--- src/rtl/adc_window_scheduler.sv ---
// Opens timed PERFORM windows for the ADC front end, separated by idle gaps,
// and publishes per-window sticky max flags and saturating hit counts.
module adc_window_scheduler #(
  parameter int unsigned WINDOW_CYCLES = 2000000,
  parameter int unsigned GAP_CYCLES    = 2000000
) (
  input  logic        CLK,
  input  logic        RST,
  input  logic        START,
  input  logic        STOP,
  input  logic [7:0]  WINDOWS,
  input  logic [7:0]  MAX_IN,
  output logic        PERFORM,
  output logic [7:0]  RESULT,
  output logic [63:0] HITS,
  output logic        RESULT_VALID,
  input  logic        RESULT_ACK,
  output logic        BUSY,
  output logic        OVERRUN
);

  localparam int unsigned MAX_CYCLES = (WINDOW_CYCLES > GAP_CYCLES) ? WINDOW_CYCLES : GAP_CYCLES;
  localparam int unsigned CW         = $clog2(MAX_CYCLES);

  typedef enum logic [1:0] {S_IDLE, S_WINDOW, S_GAP} state_t;

  state_t          state_q, state_d;
  logic [CW-1:0]   timer_q, timer_d;
  logic [7:0]      remaining_q, remaining_d;
  logic [7:0]      windows_q, windows_d;
  logic            stop_q, stop_d;
  logic [7:0]      hist_q, hist_d;
  logic [7:0]      acc_flag_q, acc_flag_d;
  logic [7:0][7:0] acc_cnt_q, acc_cnt_d;
  logic            perform_q, perform_d;
  logic            busy_q, busy_d;
  logic [7:0]      result_q, result_d;
  logic [7:0][7:0] hits_q, hits_d;
  logic            valid_q, valid_d;
  logic            overrun_q, overrun_d;

  logic [7:0]      rise;
  logic [7:0]      flag_inc;
  logic [7:0][7:0] cnt_inc;
  logic            publish;

  always_comb begin
    // NOTE: every signal assigned here gets a default first, so no path can infer a latch.
    state_d     = state_q;
    timer_d     = timer_q;
    remaining_d = remaining_q;
    windows_d   = windows_q;
    stop_d      = stop_q;
    hist_d      = hist_q;
    acc_flag_d  = acc_flag_q;
    acc_cnt_d   = acc_cnt_q;
    result_d    = result_q;
    hits_d      = hits_q;
    valid_d     = valid_q;
    overrun_d   = overrun_q;
    publish     = 1'b0;

    // This cycle's sample folded into the accumulators, saturating at 255.
    rise     = MAX_IN & ~hist_q;
    flag_inc = acc_flag_q | MAX_IN;
    for (int k = 0; k < 8; k++) begin
      cnt_inc[k] = (rise[k] && acc_cnt_q[k] != 8'hFF) ? acc_cnt_q[k] + 8'd1 : acc_cnt_q[k];
    end

    case (state_q)
      S_IDLE: begin
        if (START) begin
          state_d     = S_WINDOW;
          timer_d     = CW'(WINDOW_CYCLES - 1);
          remaining_d = WINDOWS;
          windows_d   = WINDOWS;
          stop_d      = 1'b0;
          overrun_d   = 1'b0;
          hist_d      = '0;
          acc_flag_d  = '0;
          acc_cnt_d   = '0;
        end
      end
      S_WINDOW: begin
        if (STOP) stop_d = 1'b1;
        acc_flag_d = flag_inc;
        acc_cnt_d  = cnt_inc;
        hist_d     = MAX_IN;
        if (timer_q == '0) begin
          publish    = 1'b1;
          state_d    = S_GAP;
          timer_d    = CW'(GAP_CYCLES - 1);
          acc_flag_d = '0;
          acc_cnt_d  = '0;
          hist_d     = '0;
        end else begin
          timer_d = timer_q - CW'(1);
        end
      end
      S_GAP: begin
        if (STOP) stop_d = 1'b1;
        if (timer_q == '0) begin
          if (stop_q || STOP || (windows_q != 8'd0 && remaining_q == 8'd1)) begin
            state_d = S_IDLE;
          end else begin
            state_d = S_WINDOW;
            timer_d = CW'(WINDOW_CYCLES - 1);
            if (windows_q != 8'd0) remaining_d = remaining_q - 8'd1;
          end
        end else begin
          timer_d = timer_q - CW'(1);
        end
      end
      default: state_d = S_IDLE;
    endcase

    // A publish beats a same-cycle ack; overrun only when an unacked result is lost.
    if (publish) begin
      result_d = flag_inc;
      hits_d   = cnt_inc;
      valid_d  = 1'b1;
      if (valid_q && !RESULT_ACK) overrun_d = 1'b1;
    end else if (RESULT_ACK && valid_q) begin
      valid_d = 1'b0;
    end

    perform_d = (state_d == S_WINDOW);
    busy_d    = (state_d != S_IDLE);
  end

  // NOTE: state is updated only with non-blocking assignments so every flop samples pre-edge values.
  always_ff @(posedge CLK) begin
    if (RST) begin
      state_q     <= S_IDLE;
      timer_q     <= '0;
      remaining_q <= '0;
      windows_q   <= '0;
      stop_q      <= 1'b0;
      hist_q      <= '0;
      acc_flag_q  <= '0;
      acc_cnt_q   <= '0;
      perform_q   <= 1'b0;
      busy_q      <= 1'b0;
      result_q    <= '0;
      hits_q      <= '0;
      valid_q     <= 1'b0;
      overrun_q   <= 1'b0;
    end else begin
      state_q     <= state_d;
      timer_q     <= timer_d;
      remaining_q <= remaining_d;
      windows_q   <= windows_d;
      stop_q      <= stop_d;
      hist_q      <= hist_d;
      acc_flag_q  <= acc_flag_d;
      acc_cnt_q   <= acc_cnt_d;
      perform_q   <= perform_d;
      busy_q      <= busy_d;
      result_q    <= result_d;
      hits_q      <= hits_d;
      valid_q     <= valid_d;
      overrun_q   <= overrun_d;
    end
  end

  assign PERFORM      = perform_q;
  assign BUSY         = busy_q;
  assign RESULT       = result_q;
  assign HITS         = hits_q;
  assign RESULT_VALID = valid_q;
  assign OVERRUN      = overrun_q;

endmodule

--- config.mk ---
export PLATFORM = sky130hd
export DESIGN_NAME = adc_window_scheduler
export DESIGN_NICKNAME = d
export VERILOG_FILES = /design/src/rtl/adc_window_scheduler.sv
export SDC_FILE = /design/constraint.sdc
export NUM_CORES = 1
export LEC_CHECK = 0
export CORE_ASPECT_RATIO = 0.7
export CORE_MARGIN = 3
export CORE_UTILIZATION = 48
export DETAILED_ROUTE_END_ITERATION = 8
export HOLD_SLACK_MARGIN = 0.12
export MAX_ROUTING_LAYER = met4
export PLACE_DENSITY = 0.72
export SYNTH_ARGS = -nofsm -noshare
export SYNTH_HDL_FRONTEND = slang
export SYNTH_SLANG_ARGS = --single-unit
export TNS_END_PERCENT = 10
--- constraint.sdc ---
create_clock -name CLK -period 7.9 [get_ports CLK]
set_clock_uncertainty 0.1 [all_clocks]
set_input_delay 1.58 -clock CLK [delete_from_list [all_inputs] [get_ports CLK]]
set_output_delay 1.58 -clock CLK [all_outputs]
set_load 0.02 [all_outputs]
==> results of run 1 <==
logic make-up (layout without fill, tap and decap cells):
logic type / Yosys count / count (layout) / synth area share, %
multiplexers: 9 / 9 / 1.04
AO/OA/AOI/OAI: 305 / 305 / 22.1
adder cells (fa/ha/maj): 15 / 15 / 2.03
flip-flops: 196 / 196 / 42.5
buffers and inverters: 94 / 153 / 4.35
XOR/XNOR: 48 / 48 / 4.55
AND/OR/NAND/NOR: 456 / 456 / 23.4
through the flow:
step | total power, mW | util [%] | instance area, sq um
6_report | 2.22 | 59.1 | 10900
4_1_cts | 2.23 | 59.1 | 10900
5_1_grt | 2.30 | 59.1 | 10900
2_1_floorplan | 1.21 | - | 9230
3_3_place_gp | 1.27 | 55.5 | 10200
3_5_place_dp | 1.27 | 55.5 | 10200
critical path: stages:
cell and delay [ps]:
clkdlybuf4s50_1 530, nor2b_1 140, nor2_1 280, o21ai_4 290
nor2_2 940, o21ai_0 210, a31oi_1 210
area by class of cell:
type                       instances  area [sq um]
sequential                       196          3920
tap                              236           295
multi-input combinational        833          4920
inverter                          18          67.6
fill                            1597          7540
clock buffer                      18           439
timing repair buffer             103          1010
clock inverter                    14           223
cell usage after synthesis, types with 8 or more instances:
cell type / number
inv_1: 18
nand3_1: 15
nand2b_1: 20
or3_1: 12
nor2b_1: 14
clkbuf_1: 55
nor3_1: 49
nor4_1: 8
ha_1: 15
nand2_1: 146
a211oi_1: 54
o21ai_0: 41
and3_1: 9
xnor2_1: 24
a22oi_1: 9
buf_2: 12
dfxtp_1: 196
nor2_1: 131
nand4_1: 13
a311oi_1: 23
xor2_1: 24
a31oi_1: 28
a21oi_1: 87
power groups by stage:
stage | clock network (mW) | logic (mW) | registers, mW
after global routing | 1.02 | 0.242 | 1.04
after detailed placement | 0 | 0.214 | 1.06
after CTS | 0.981 | 0.215 | 1.03
after global placement | 0 | 0.210 | 1.06
final | 0.969 | 0.217 | 1.03
after floorplan | 0 | 0.151 | 1.05
state kept, by name, summed over array words and instances, names as in the netlist, 2 cells and up:
signal and cells:
HITS 64, acc_cnt_q 64, timer_q 21, RESULT 8
acc_flag_q 8, hist_q 8, remaining_q 8, windows_q 8
state_q 2
path summary, 6_finish.rpt:
check                                to  slack [ps]  cells after the start
max          acc_cnt_q[35]$_SDFFE_PP0P_        3950                      7
min reg2reg      hist_q[7]$_SDFFE_PP0P_         360                      2
min              hist_q[7]$_SDFFE_PP0P_         360                      2
max reg2reg  acc_cnt_q[23]$_SDFFE_PP0P_        4160                      8
metal layers:
layer / track usage [%] / share of wire (%) / vias up / wire length (um)
met1: 34.3 / 52 / 3857 / 12100
li1: - / - / 4148 / -
met5: - / 0 / - / 0
met3: 4.61 / 5.4 / 18 / 1260
met2: 32.3 / 41 / 212 / 9560
met4: 4.69 / 1.0 / 0 / 237
==> flow_metrics.tcl, run 1 <==
set metrics [dict create \
    fin_ws_ps 3950 \
    layout.nets 1205 \
    drt-pass1-iter-count 5 \
    n_antenna_cell 0 \
    layout.cells.non_filler 1418 \
    setup_violations 0 \
    holdBufCountCts 0 \
    rsz0062_at_grt "false" \
    p_switching_mw 0.561 \
    synth-seq-cells 196 \
    fmax_ghz 0.253 \
    grt_start_max_net_pins 92 \
    dp.cells 1386 \
    crit_required_ps 8150 \
    startpoint_type "input pin" \
    vdd_drop_max_uv 130 \
    syn-num-nets 1159 \
    seq_area_frac_synth_pct 42.5 \
    synth_area_leaders "dfxtp_1, nand2_1, nor2_1, a21oi_1, a211oi_1" \
    die_w_um 172 \
    cts-htree-levels 4 \
    synth_top_cell_area_share_pct 42.5 \
    cap_violations 0 \
    pre_cts_ws_ps 3520 \
    min_period_over_period_pct 50.0 \
    vias_per_cell 5.81 \
    synth-edff-count 0 \
    ys_types 65 \
    syn_inst 1123 \
    start_util_pct 50.1 \
    post_cts_buffers 0 \
    hpwl_um 15300 \
    cts_tree "yes" \
    synth_flop_cell "dfxtp_1" \
    place_congestion 0.877 \
    drt-total-wl_um 23200 \
    grt_pass1_vias 7495 \
    p_clk_share_pct 43.7 \
    status "finished, final reports clean" \
    cts_resized 0 \
    critPathArrivalTime_ps 4200 \
    vias 8235 \
    antenna_left 0 \
    critPathLaunch "START" \
    grt_pass1_wl_um 38000 \
    dieArea_sq_um 21000 \
    cts.sinks 196 \
    clkSlewWorstSetupHoldPaths_ps 70 \
    p_per_area_nw_per_um2 204 \
    p_sw_share_pct 25.3 \
    drt_iter0_drc 631 \
    fin_setup_tns_ps 0 \
    drc_errors 0 \
    cp-end-kind "register" \
    drive_gt1_share_pct 5.33 \
    report.final.slew_viol_count 0 \
    fin_crit_ps 3950 \
    synth_top_area_cell "dfxtp_1" \
    path_max_fanout 28 \
    syn_to_final_growth_pct 17.9 \
    slew_headroom_pct 19.2 \
    clockRootBuffer "clkbuf_16" \
    hp-start "hist_q[7]$_SDFFE_PP0P_" \
    cts_made_buffers 17 \
    final_common_cell "dfxtp_1" \
    clkLatencyLatePin_ps 430 \
    syn_avg_cell_area_sq_um 8.22 \
    ys_warn_count 0 \
    path_class "in2reg" \
    p_comb_share_pct 9.8 \
    dieHeight_um 122 \
    power_frac_seq_pct 46.6 \
    p_leak_nw 3.57 \
    rows 41 \
    overflow 0 \
    io_buffers 96 \
    worst_slew_pin_slew_ps 1180 \
    p_int_mw 1.66 \
    wl_per_cell_um 16.3 \
    final_cell_mix "dfxtp_1, nand2_1, nor2_1, clkdlybuf4s50_1, a21oi_1" \
    hold-worst-slack_ps 356 \
    cts_buffer_depth 2 \
    ios 97 \
    reg2reg_from "timer_q[0]$_SDFFE_PP0P_" \
    syn_area_sq_um 9230 \
    antenna_found_initial 0 \
    synthArstFlopShare_pct 0 \
    grt_util_all_layers_pct 23.0 \
    hp-class "reg2reg" \
    hold_viol 0 \
    core-area_sq_um 18400 \
]
(Power assumes the default switching activity.)
==> inputs of run 2 (changes only) <==
PLACE_DENSITY = 0.75   (was 0.72)
clock period = 3.3 ns   (was 7.9 ns; I/O delays follow)
==> flow_metrics.tcl, run 2 (synthesized netlist as in run 1, its figures left out) <==
set metrics [dict create \
    fin_ws_ps 183 \
    rrSetupSlack_ps 180 \
    drive_gt1_share_pct 7.22 \
    critPathLaunch "timer_q[0]$_SDFFE_PP0P_" \
    r2r_cells 10 \
    fillers 1609 \
    cts_tree "yes" \
    hold-worst-slack_ps 353 \
    hold_end "hist_q[1]$_SDFFE_PP0P_" \
    slew_headroom_pct 35.9 \
    antenna_left 0 \
    drt-pass1-iter-count 5 \
    wl_met3_um 1480 \
    final_common_cell "dfxtp_1" \
    dieHeight_um 122 \
    grt_start_max_net_pins 77 \
    report.final.slew_viol_count 0 \
    post_cts_buffers 0 \
    core-area_sq_um 18400 \
    met1_length_um 12100 \
    vdd_drop_max_uv 331 \
    path_max_fanout 60 \
    final_cell_mix "dfxtp_1, nand2_1, nor2_1, clkdlybuf4s50_1, a21oi_1" \
    vias 8494 \
    startpoint_type "register" \
    layout.nets 1228 \
    path_class "reg2reg" \
    io_buffers 96 \
    hpwl_um 15600 \
    die_w_um 172 \
    setup_violations 0 \
    drt_iter0_drc 771 \
    grt_util_all_layers_pct 23.9 \
    top_layer_used "met4" \
    clkSlewWorstSetupHoldPaths_ps 70 \
    cts_made_buffers 17 \
    fmax_ghz 0.321 \
    rows 41 \
    cp-end-kind "register" \
    cap_violations 0 \
    hold_viol 0 \
    p_per_area_nw_per_um2 481 \
    hp-class "reg2reg" \
    start_util_pct 50.1 \
    vias_per_cell 5.89 \
    status "finished, final reports clean" \
    cts.sinks 196 \
    cts-htree-levels 4 \
    min_path_cells 2 \
    placed_cell_area_sq_um 10400 \
    drc_errors 0 \
    drt-total-wl_um 24000 \
    grt_pass1_vias 7756 \
    grt_pass1_wl_um 39200 \
    n_antenna_cell 0 \
    syn_to_final_growth_pct 20.2 \
    pre_cts_ws_ps 126 \
    min_period_over_period_pct 94.4 \
    antenna_found_initial 0 \
    hp-start "hist_q[1]$_SDFFE_PP0P_" \
    dieArea_sq_um 21000 \
    ios 97 \
    met2WireLength_um 10200 \
    critPathArrivalTime_ps 3350 \
    fin_setup_tns_ps 0 \
    fin_area_sq_um 11100 \
    wl_per_cell_um 16.7 \
    cts_buffer_depth 2 \
    clockRootBuffer "clkbuf_16" \
    reg2reg_from "timer_q[0]$_SDFFE_PP0P_" \
    p_leak_nw 3.71 \
    crit_required_ps 3540 \
    clkLatencyLatePin_ps 440 \
    fin_crit_ps 3120 \
    rsz0062_at_grt "false" \
    worst_slew_pin_slew_ps 950 \
    place_congestion 0.854 \
    overflow 0 \
    r2r_end "HITS[2]$_SDFFE_PP0P_" \
]
-- run 2: cell count changes in the layout (fill, tap and decap cells not counted) --
cell,change
inv_6,+1
or4_1,-1
clkinv_4,+2
nand2_1,-1
nand2_2,+1
o21ai_2,-1
clkinvlp_4,-3
buf_6,+1
clkbuf_8,+1
buf_12,+4
or4_4,+1
buf_4,+18
o21ai_1,+1
bufinv_16,-1
-- run 2: metrics by stage --
stage | cells | total power [mW] | utilization (%)
global placement | 1409 | 3.07 | 56.7
detailed placement | 1409 | 3.08 | 56.7
CTS | 1441 | 5.34 | 60.2
global route | 1441 | 5.51 | 60.2
floorplan | 1123 | 2.89 | -
finish | 1441 | 5.33 | 60.2
-- run 2: cell type report --
cell class / count / area, sq um / share of cell area, %
clock buffers: 19 / 453 / 4.08
inverters: 18 / 67.6 / 0.609
multi-input cells: 833 / 4920 / 44.4
repair buffers: 126 / 1240 / 11.2
well taps: 236 / 295 / 2.66
flip-flops and latches: 196 / 3920 / 35.4
clock inverters: 13 / 196 / 1.77
-- run 2: how the worst max path moves through the flow --
stage | depth (start not counted) | endpoint
global route | 9 | timer_q[7]$_SDFFE_PP0P_
finish | 10 | HITS[2]$_SDFFE_PP0P_
global placement | 10 | acc_flag_q[7]$_SDFFE_PP0P_
floorplan | 10 | RESULT[7]$_SDFFE_PP0P_
detailed placement | 10 | acc_flag_q[0]$_SDFFE_PP0P_
CTS | 10 | acc_flag_q[0]$_SDFFE_PP0P_
-- run 2: worst max-delay path, stage by stage, from the launching register on --
cell	delay (ps)
dfxtp_1	320
inv_1	90
ha_1	190
or3b_1	460
or4_4	610
buf_4	210
or2_4	290
nor2_4	110
buf_12	290
nor2_1	70
a211oi_1	250
-- run 2: where the power goes --
part | switching, mW | internal, mW | total, mW
Combinational | 0.362 | 0.202 | 0.564
Sequential | 0.0549 | 2.42 | 2.48
Clock | 0.966 | 1.33 | 2.29
Total | 1.38 | 3.95 | 5.33
-- run 2: metal layers --
metal	up-vias	GRT usage (%)
li1	4200	-
met1	4012	34.9
met2	260	33.9
met3	22	4.64
met4	0	5.98
met5	-	-
-- run 2: what timing repair did --
item	in CTS	in global routing
resized for setup	0	3
setup endpoints to repair	0	50
hold buffers	0	0
